--- src/rtl/sdpram_bist_ctrl.sv ---
// Built-in self test for a simple dual-port RAM: writes a pattern to every
// address, reads it back, counts mismatches and records the first failing address.
module sdpram_bist_ctrl #(
  parameter int ADDR_WIDTH = 10,
  parameter int DATA_WIDTH = 32,
  parameter int RD_LATENCY = 1,
  parameter int ERR_WIDTH  = 16
) (
  input  logic                  wr_clk,
  input  logic                  tb_wr_rst,
  input  logic                  start,
  input  logic [1:0]            mode,
  output logic                  ram_wr_en,
  output logic [ADDR_WIDTH-1:0] ram_wr_addr,
  output logic [DATA_WIDTH-1:0] ram_wr_data,
  output logic                  ram_rd_en,
  output logic [ADDR_WIDTH-1:0] ram_rd_addr,
  input  logic [DATA_WIDTH-1:0] ram_rd_data,
  output logic                  busy,
  output logic                  done,
  output logic                  pass,
  output logic [ERR_WIDTH-1:0]  err_cnt,
  output logic [ADDR_WIDTH-1:0] first_err_addr
);

  typedef enum logic [2:0] {IDLE, WRITE, READ, DRAIN, DONE} state_t;

  state_t                state;
  logic [1:0]            mode_q;
  logic [1:0]            drain_cnt;
  logic                  vld_p      [RD_LATENCY];
  logic [ADDR_WIDTH-1:0] exp_addr_p [RD_LATENCY];
  logic [DATA_WIDTH-1:0] exp_data_p [RD_LATENCY];
  logic                  mismatch;

  function automatic logic [DATA_WIDTH-1:0] pattern(input logic [1:0] m,
                                                    input logic [ADDR_WIDTH-1:0] a);
    logic [DATA_WIDTH-1:0] p;
    int                    bit_sel;
    bit_sel = int'(32'(a) % DATA_WIDTH);
    p = '0;
    case (m)
      2'd0:    p = '1 - DATA_WIDTH'(a);
      2'd1:    p = DATA_WIDTH'(a);
      2'd2:    for (int i = 0; i < DATA_WIDTH; i++) p[i] = (i[0] == a[0]);
      default: for (int i = 0; i < DATA_WIDTH; i++) p[i] = (i == bit_sel);
    endcase
    return p;
  endfunction

  function automatic logic [ERR_WIDTH-1:0] sat_inc(input logic [ERR_WIDTH-1:0] v);
    return (v == '1) ? v : v + 1'b1;
  endfunction

  assign mismatch = vld_p[RD_LATENCY-1] && (ram_rd_data != exp_data_p[RD_LATENCY-1]);
  assign pass     = done && (err_cnt == '0);

  always_ff @(posedge wr_clk or posedge tb_wr_rst) begin
    if (tb_wr_rst) begin
      state          <= IDLE;
      mode_q         <= 2'd0;
      drain_cnt      <= 2'd0;
      ram_wr_en      <= 1'b0;
      ram_wr_addr    <= '0;
      ram_wr_data    <= '0;
      ram_rd_en      <= 1'b0;
      ram_rd_addr    <= '0;
      busy           <= 1'b0;
      done           <= 1'b0;
      err_cnt        <= '0;
      first_err_addr <= '0;
    end else begin
      case (state)
        IDLE, DONE: begin
          if (start) begin
            state          <= WRITE;
            mode_q         <= mode;
            busy           <= 1'b1;
            done           <= 1'b0;
            err_cnt        <= '0;
            first_err_addr <= '0;
            ram_wr_en      <= 1'b1;
            ram_wr_addr    <= '0;
            ram_wr_data    <= pattern(mode, '0);
          end
        end
        WRITE: begin
          if (ram_wr_addr == '1) begin
            state       <= READ;
            ram_wr_en   <= 1'b0;
            ram_wr_addr <= '0;
            ram_wr_data <= '0;
            ram_rd_en   <= 1'b1;
            ram_rd_addr <= '0;
          end else begin
            ram_wr_addr <= ram_wr_addr + 1'b1;
            ram_wr_data <= pattern(mode_q, ram_wr_addr + 1'b1);
          end
        end
        READ: begin
          if (ram_rd_addr == '1) begin
            state       <= DRAIN;
            ram_rd_en   <= 1'b0;
            ram_rd_addr <= '0;
            drain_cnt   <= 2'd0;
          end else begin
            ram_rd_addr <= ram_rd_addr + 1'b1;
          end
        end
        DRAIN: begin
          if (drain_cnt == 2'(RD_LATENCY - 1)) begin
            state <= DONE;
            busy  <= 1'b0;
            done  <= 1'b1;
          end else begin
            drain_cnt <= drain_cnt + 2'd1;
          end
        end
        default: state <= IDLE;
      endcase

      // The pipeline is empty in IDLE/DONE, so this never collides with the clear on start.
      if (mismatch) begin
        err_cnt <= sat_inc(err_cnt);
        if (err_cnt == '0) first_err_addr <= exp_addr_p[RD_LATENCY-1];
      end
    end
  end

  // Compare pipeline: valid bits reset so in-flight reads are dropped on abort.
  always_ff @(posedge wr_clk or posedge tb_wr_rst) begin
    if (tb_wr_rst) begin
      for (int i = 0; i < RD_LATENCY; i++) vld_p[i] <= 1'b0;
    end else begin
      vld_p[0] <= ram_rd_en;
      for (int i = 1; i < RD_LATENCY; i++) vld_p[i] <= vld_p[i-1];
    end
  end

  always_ff @(posedge wr_clk) begin
    exp_addr_p[0] <= ram_rd_addr;
    exp_data_p[0] <= pattern(mode_q, ram_rd_addr);
    for (int i = 1; i < RD_LATENCY; i++) begin
      exp_addr_p[i] <= exp_addr_p[i-1];
      exp_data_p[i] <= exp_data_p[i-1];
    end
  end

endmodule

--- config.mk ---
export PLATFORM = sky130hd
export DESIGN_NAME = sdpram_bist_ctrl
export DESIGN_NICKNAME = d
export VERILOG_FILES = /design/src/rtl/sdpram_bist_ctrl.sv
export SDC_FILE = /design/constraint.sdc
export NUM_CORES = 1
export LEC_CHECK = 0
export CAP_MARGIN = 20
export CORE_AREA = 2 2 152 154
export DETAILED_ROUTE_END_ITERATION = 10
export DIE_AREA = 0 0 154 156
export HOLD_SLACK_MARGIN = 0.12
export PLACE_DENSITY = 0.48
export SLEW_MARGIN = 20
export SYNTH_ARGS = -nofsm -noshare
export SYNTH_HDL_FRONTEND = slang
export SYNTH_SLANG_ARGS = --single-unit
export TNS_END_PERCENT = 5
--- constraint.sdc ---
create_clock -name wr_clk -period 2.95 [get_ports wr_clk]
set_input_delay 0.295 -clock wr_clk [delete_from_list [all_inputs] [get_ports wr_clk]]
set_output_delay 0.295 -clock wr_clk [all_outputs]
set_load 0.02 [all_outputs]
After elaboration in Yosys (flattened, before gate mapping)
Memories as Yosys holds them, arrays and structs flattened.
Index checks and enable logic that the tools add are counted.

storage, ports and cells
  bits in writable memories = 42
  bits in latches = 0
  output and inout bits = 83
  memory bits (read-only) = 0
  memories = 2
  register bits = 90

memories
  memory      depth  width  rd ports  clocked after memory_dff  write ports  line  source
  exp_data_p  1      32     1         0                         1            33    logic [DATA_WIDTH-1:0] exp_data_p [RD_LATENCY];
  exp_addr_p  1      10     1         0                         1            32    logic [ADDR_WIDTH-1:0] exp_addr_p [RD_LATENCY];

operators by class
  reductions and logical operators = 25
  eq/ne operators = 80
  muxes and demuxes = 39
  $add $sub $neg = 6
  divide/modulo/power cells = 0
  shifts and indexed selects = 0
  bitwise gates (word level) = 2
  $mul = 0
  $lt $le $gt $ge = 0

operator list
  cell                                                                  count
  32-bit case mux with 3 select lines                                   3
  5-bit == test (first input constant)                                  32
  4-bit by 5-bit == test with 1-bit output (first input constant)       16
  10-bit 2-to-1 mux                                                     8
  32-bit logical NOT                                                    2
  16-bit 2-to-1 mux                                                     4
  32-bit 2-to-1 mux                                                     2
  32-bit case mux with 2 select lines                                   1
  3-bit by 5-bit == test with 1-bit output (first input constant)       8
  10-bit case mux with 2 select lines                                   2
  32-bit != test                                                        1
  1-bit by 11-bit subtractor with 12-bit output (first input constant)  2
  10-bit by 1-bit adder with 10-bit output (second input constant)      2
  10-bit == test (second input constant)                                2
  2-bit by 5-bit == test with 1-bit output (first input constant)       4
  16-bit by 1-bit adder with 16-bit output (second input constant)      1
  16-bit == test (second input constant)                                1
  16-bit logical NOT                                                    1
  3-bit AND reduction                                                   5
  3-bit 2-to-1 mux                                                      4
  2-bit != test (second input constant)                                 6
  3-bit case mux with 4 select lines                                    1
  2-bit nonzero test                                                    6
  1-bit by 5-bit == test with 1-bit output (first input constant)       2
  17 further kinds                                                      36

Logic depth before layout (Yosys ltp)
  word-level depth = 5
  depth in mapped cells = 9
  gate-level depth less buffers = 7

Worst setup path before layout
No wires, ideal clock.

  path type = flip-flop to flip-flop
  start = register ram_wr_addr[1]
  end = register ram_wr_data[3]
  slack = 0.841 ns
  library setup time = 0.065 ns
  arrival = 2.044 ns
  cell stages (with the launch flop) = 9
  data required time = 2.885 ns
  cell sequence = dfrtp_1 -> ha_1 -> nand3_1 -> xor2_1 -> buf_2 -> buf_2 -> nand3_1 -> a221oi_1 -> o22a_1

on the way
  longest elaborated chain between the ends = 5

ends and longest elaborated chain
  item                                                                                                       line    source
  start: declaration                                                                                         14      output logic [ADDR_WIDTH-1:0] ram_wr_addr,
  start signal: assignment                                                                                   96      ram_wr_addr <= ram_wr_addr + 1'b1;
  10-bit by 1-bit adder with 10-bit output                                                                   97      ram_wr_data <= pattern(mode_q, ram_wr_addr + 1'b1);
  1-bit by 11-bit subtractor with 12-bit output or 3-bit by 5-bit == test with 1-bit output (tied branches)  43, 46
  32-bit case mux with 3 select lines                                                                        42      case (m)
  32-bit 2-to-1 mux *                                                                                        88      if (ram_wr_addr == '1) begin
  32-bit case mux with 2 select lines *                                                                      73      case (state)
  end signal: assignment                                                                                     84      ram_wr_data <= pattern(mode, '0);
  end signal: assignment                                                                                     97
  end: declaration                                                                                           15      output logic [DATA_WIDTH-1:0] ram_wr_data,

Mark *: on every way between the ends. The rest lies on a longest branch, timed or not.
A chain may end at the register's enable or synchronous reset.

Worst setup path after layout
  start = register err_cnt[10]
  end = output port pass

on the way
  longest elaborated chain between the ends = 2

ends and longest elaborated chain
  item                      line  source
  start: declaration        22    output logic [ERR_WIDTH-1:0] err_cnt,
  start signal: assignment  124   err_cnt <= sat_inc(err_cnt);
  16-bit logical NOT        56    assign pass = done && (err_cnt == '0);
  1-bit logical AND         56
  end: declaration          21    output logic pass,

No other way between the ends.

==> run summary <==
final worst-path cycle share: 89.3%
RSZ-0062 raised after global routing: no
syn_nets: 748
Placed Instance Area: 0.00807 mm2
GPL Wtd Cong: 0.837
Via-to-Cell Ratio: 4.93
post-DP HPWL: 13200 um
FF-to-FF path depth: 6
vias in the first global route: 5605
Syn. warnings: 0
number of buffers created by CTS: 17
predominant post-synthesis flop cell: dfrtp_1
share of cells above drive strength 1: 9.25%
relative slew slack: 49.0%
Critical Path RT: 2650 ps
postcts setup bufs: 0
#FFs+latches synth: 132
Gate Count Post-Synth: 697
Tmin final: 2630 ps
worst slew pin tran: 765 ps
Root Buffer: clkbuf_16
largest delay contributor family on the critical path: simple AND/OR/NAND/NOR gates
Port Buffer Count: 119
highest-delay cell along the critical path: clkdlybuf4s50_1
worst skew pair latency: 430 ps
startpoint types: flop
CP peak stage delay: 590 ps
area growth from synthesis to layout: 31.0%
sequential fraction of the synthesis area: 46.7%
die width: 154 um
Routed WL: 18300 um
I/O Pins: 120
maximum fanout along the worst path: 9
Critical R2R Launch: ram_wr_addr[2]
Post-synth EDFFs: 0
Setup TNS: 0 ps
largest vdd supply drop: 0.489 mV
WL/cell: 16.5 um
fin area: 0.00867 mm2
async set-reset flop share out of synthesis: 68.2%
Final Hold Fails: 0
cell total after placement: 1075
CTS tree: done
core box area: 0.0224 mm2
die height: 156 um
GRT Total Usage: 15.5%
cts repair resizes: 0
DRT iter0 DRCs: 374
Setup Viol. Count Final: 0
Post-Syn Area per Cell: 9.49 um2
Place WS: 471 ps
Leak: 0.00347 uW
power density over the cells: 1020 mW/mm2
H-tree depth: 4
DRT antenna net count: 0
Post-Route Skew: 20.7 ps
Worst Setup End Kind: output port
FP Rows: 55
Longest Clk Path Bufs: 2
DRC Markers: 0
Diodes inserted: 0
RR Endpoint: ram_wr_data[3]
initial antenna violation count: 0
Worst Setup SP: err_cnt[10]
post-synth cell types: 64
Arrival @ worst endpoint: 2340 ps
drt first pass iters: 4
pin count of the biggest net entering global routing: 54
first-pass GRT wire length: 29700 um
sum of buffers and inverters on the critical path: 1
Clock Sink Count: 132
Hold Path Class: primary input to async pin
Via Count: 5459
final worst setup slack: 316 ps
status: completed
worst setup path category: flop to output port
NumNets Final: 860
Hold Buf Count CTS: 0
post-synthesis instance area: 0.00662 mm2
fin. max-slew vios: 0
Reg2Reg Setup Slack: 760 ps
Max Freq: 0.380 GHz
Final Non-Filler Cells: 1107
grt total ovfl: 0
Clk pin slew, worst setup/hold paths: 60 ps
CP cell instances: nor4_1, and4_1, and2_1, clkdlybuf4s50_1
die area: 0.0240 mm2
MaxCap Viol Count: 0
Starting Density: 29.6%
state kept, by name, indices dropped and copies added (netlist names):
register	flops
drain_cnt	2
done	1
err_cnt	16
vld_p	1
ram_wr_data	32
first_err_addr	10
state	3
ram_wr_addr	10
mode_q	2
ram_rd_en	1
ram_rd_addr	10
exp_addr_p	10
exp_data_p	32
busy	1
ram_wr_en	1
cell usage after synthesis (8+ instances only):
| cell type | number | area share [%] |
|---|---|---|
| and3_1 | 11 | 1.0 |
| o21ai_1 | 15 | 1.1 |
| nand3_1 | 12 | 0.91 |
| dfrtp_1 | 90 | 34 |
| xnor2_1 | 43 | 5.7 |
| clkbuf_1 | 18 | 1.0 |
| nor2_1 | 46 | 2.6 |
| dfxtp_1 | 42 | 13 |
| nand4_1 | 12 | 1.1 |
| inv_1 | 27 | 1.5 |
| buf_2 | 9 | 0.68 |
| o22a_1 | 15 | 2.0 |
| o21ai_0 | 46 | 3.5 |
| and4_1 | 8 | 1.1 |
| nor2b_1 | 8 | 0.76 |
| mux2i_1 | 11 | 1.7 |
| a21oi_1 | 43 | 3.3 |
| o31ai_1 | 8 | 0.91 |
| xor2_1 | 13 | 1.7 |
| nand2_1 | 71 | 4.0 |
| ha_1 | 14 | 2.6 |
| o21a_1 | 12 | 1.4 |
| a31oi_1 | 16 | 1.5 |
metrics by stage:
stage	utilization, %	power, uW	hold WS (ps)
floorplan	-	5420	409
global placement	36.1	6750	412
detailed placement	36.1	6770	419
CTS	38.8	8930	302
global route	38.8	9420	336
finish	38.8	8820	289
worst max-delay path by stage:
stage                   to  slack [ps]  cells past startpoint
6_report              pass         320                      4
5_1_grt               pass         200                      6
4_1_cts               pass         300                      4
3_5_place_dp    err_cnt[9]         470                      8
3_3_place_gp   err_cnt[11]         570                      8
2_1_floorplan         busy         320                      1
metal layers:
layer,vias up,part of all wire (%),track usage [%],wire length (um)
li1,2710,-,-,-
met1,2599,47,19.8,8520
met2,144,48,25.4,8710
met3,6,5.1,4.22,930
met4,0,0.54,5.25,98
met5,-,0,0,0
cell usage in the layout, fill, tap and decap left out, types with 4 or more instances in the layout:
cell type and n:
clkdlybuf4s50_1 119, dfrtp_1 90, nand2_1 71, nor2_1 46, o21ai_0 46, xnor2_1 43, a21oi_1 43, dfxtp_1 42
inv_1 26, clkbuf_16 19, a31oi_1 16, o21ai_1 15, o22a_1 15, ha_1 14, xor2_1 13, nand4_1 12
nand3_1 12, o21a_1 12, and3_1 11, mux2i_1 11, buf_4 11, and4_1 8, o31ai_1 8, nor2b_1 8
nor4_1 7, a211oi_1 7, nor3_1 6, o211ai_1 6, nand2_2 4, and2_1 4, nand3b_1 4, a221o_1 4
inv_6 4, clkinv_4 4
cell type report:
cell class                      count  area [um2]
Fill cell                        2192       13700
Multi-Input combinational cell    500        3230
Sequential cell                   132        3090
Timing Repair Buffer              131        1290
Clock buffer                       21         483
Tap cell                          285         357
Clock inverter                     11         111
Inverter                           27         103
where the power goes:
group | total [uW] | switching (uW) | leakage [uW] | internal [uW]
clock | 2100 | 830 | 0.000294 | 1270
combinational | 3800 | 2140 | 0.00166 | 1660
sequential | 2910 | 505 | 0.00152 | 2410
cells by family (layout without fill, tap and decap cells):
kind of cell               Yosys count  count (layout)  synth area share [%]
and+or+nand+nor                    224             224                  17.8
DFF                                132             132                  46.7
AOI/OAI and AO/OA                  192             192                  18.7
buffers and inverters               65             190                  4.48
xor gates and xnor gates            56              56                  7.41
adders and majority gates           14              14                  2.65
muxes                               14              14                  2.17
Note: power is estimated with default switching activity, not from simulation.
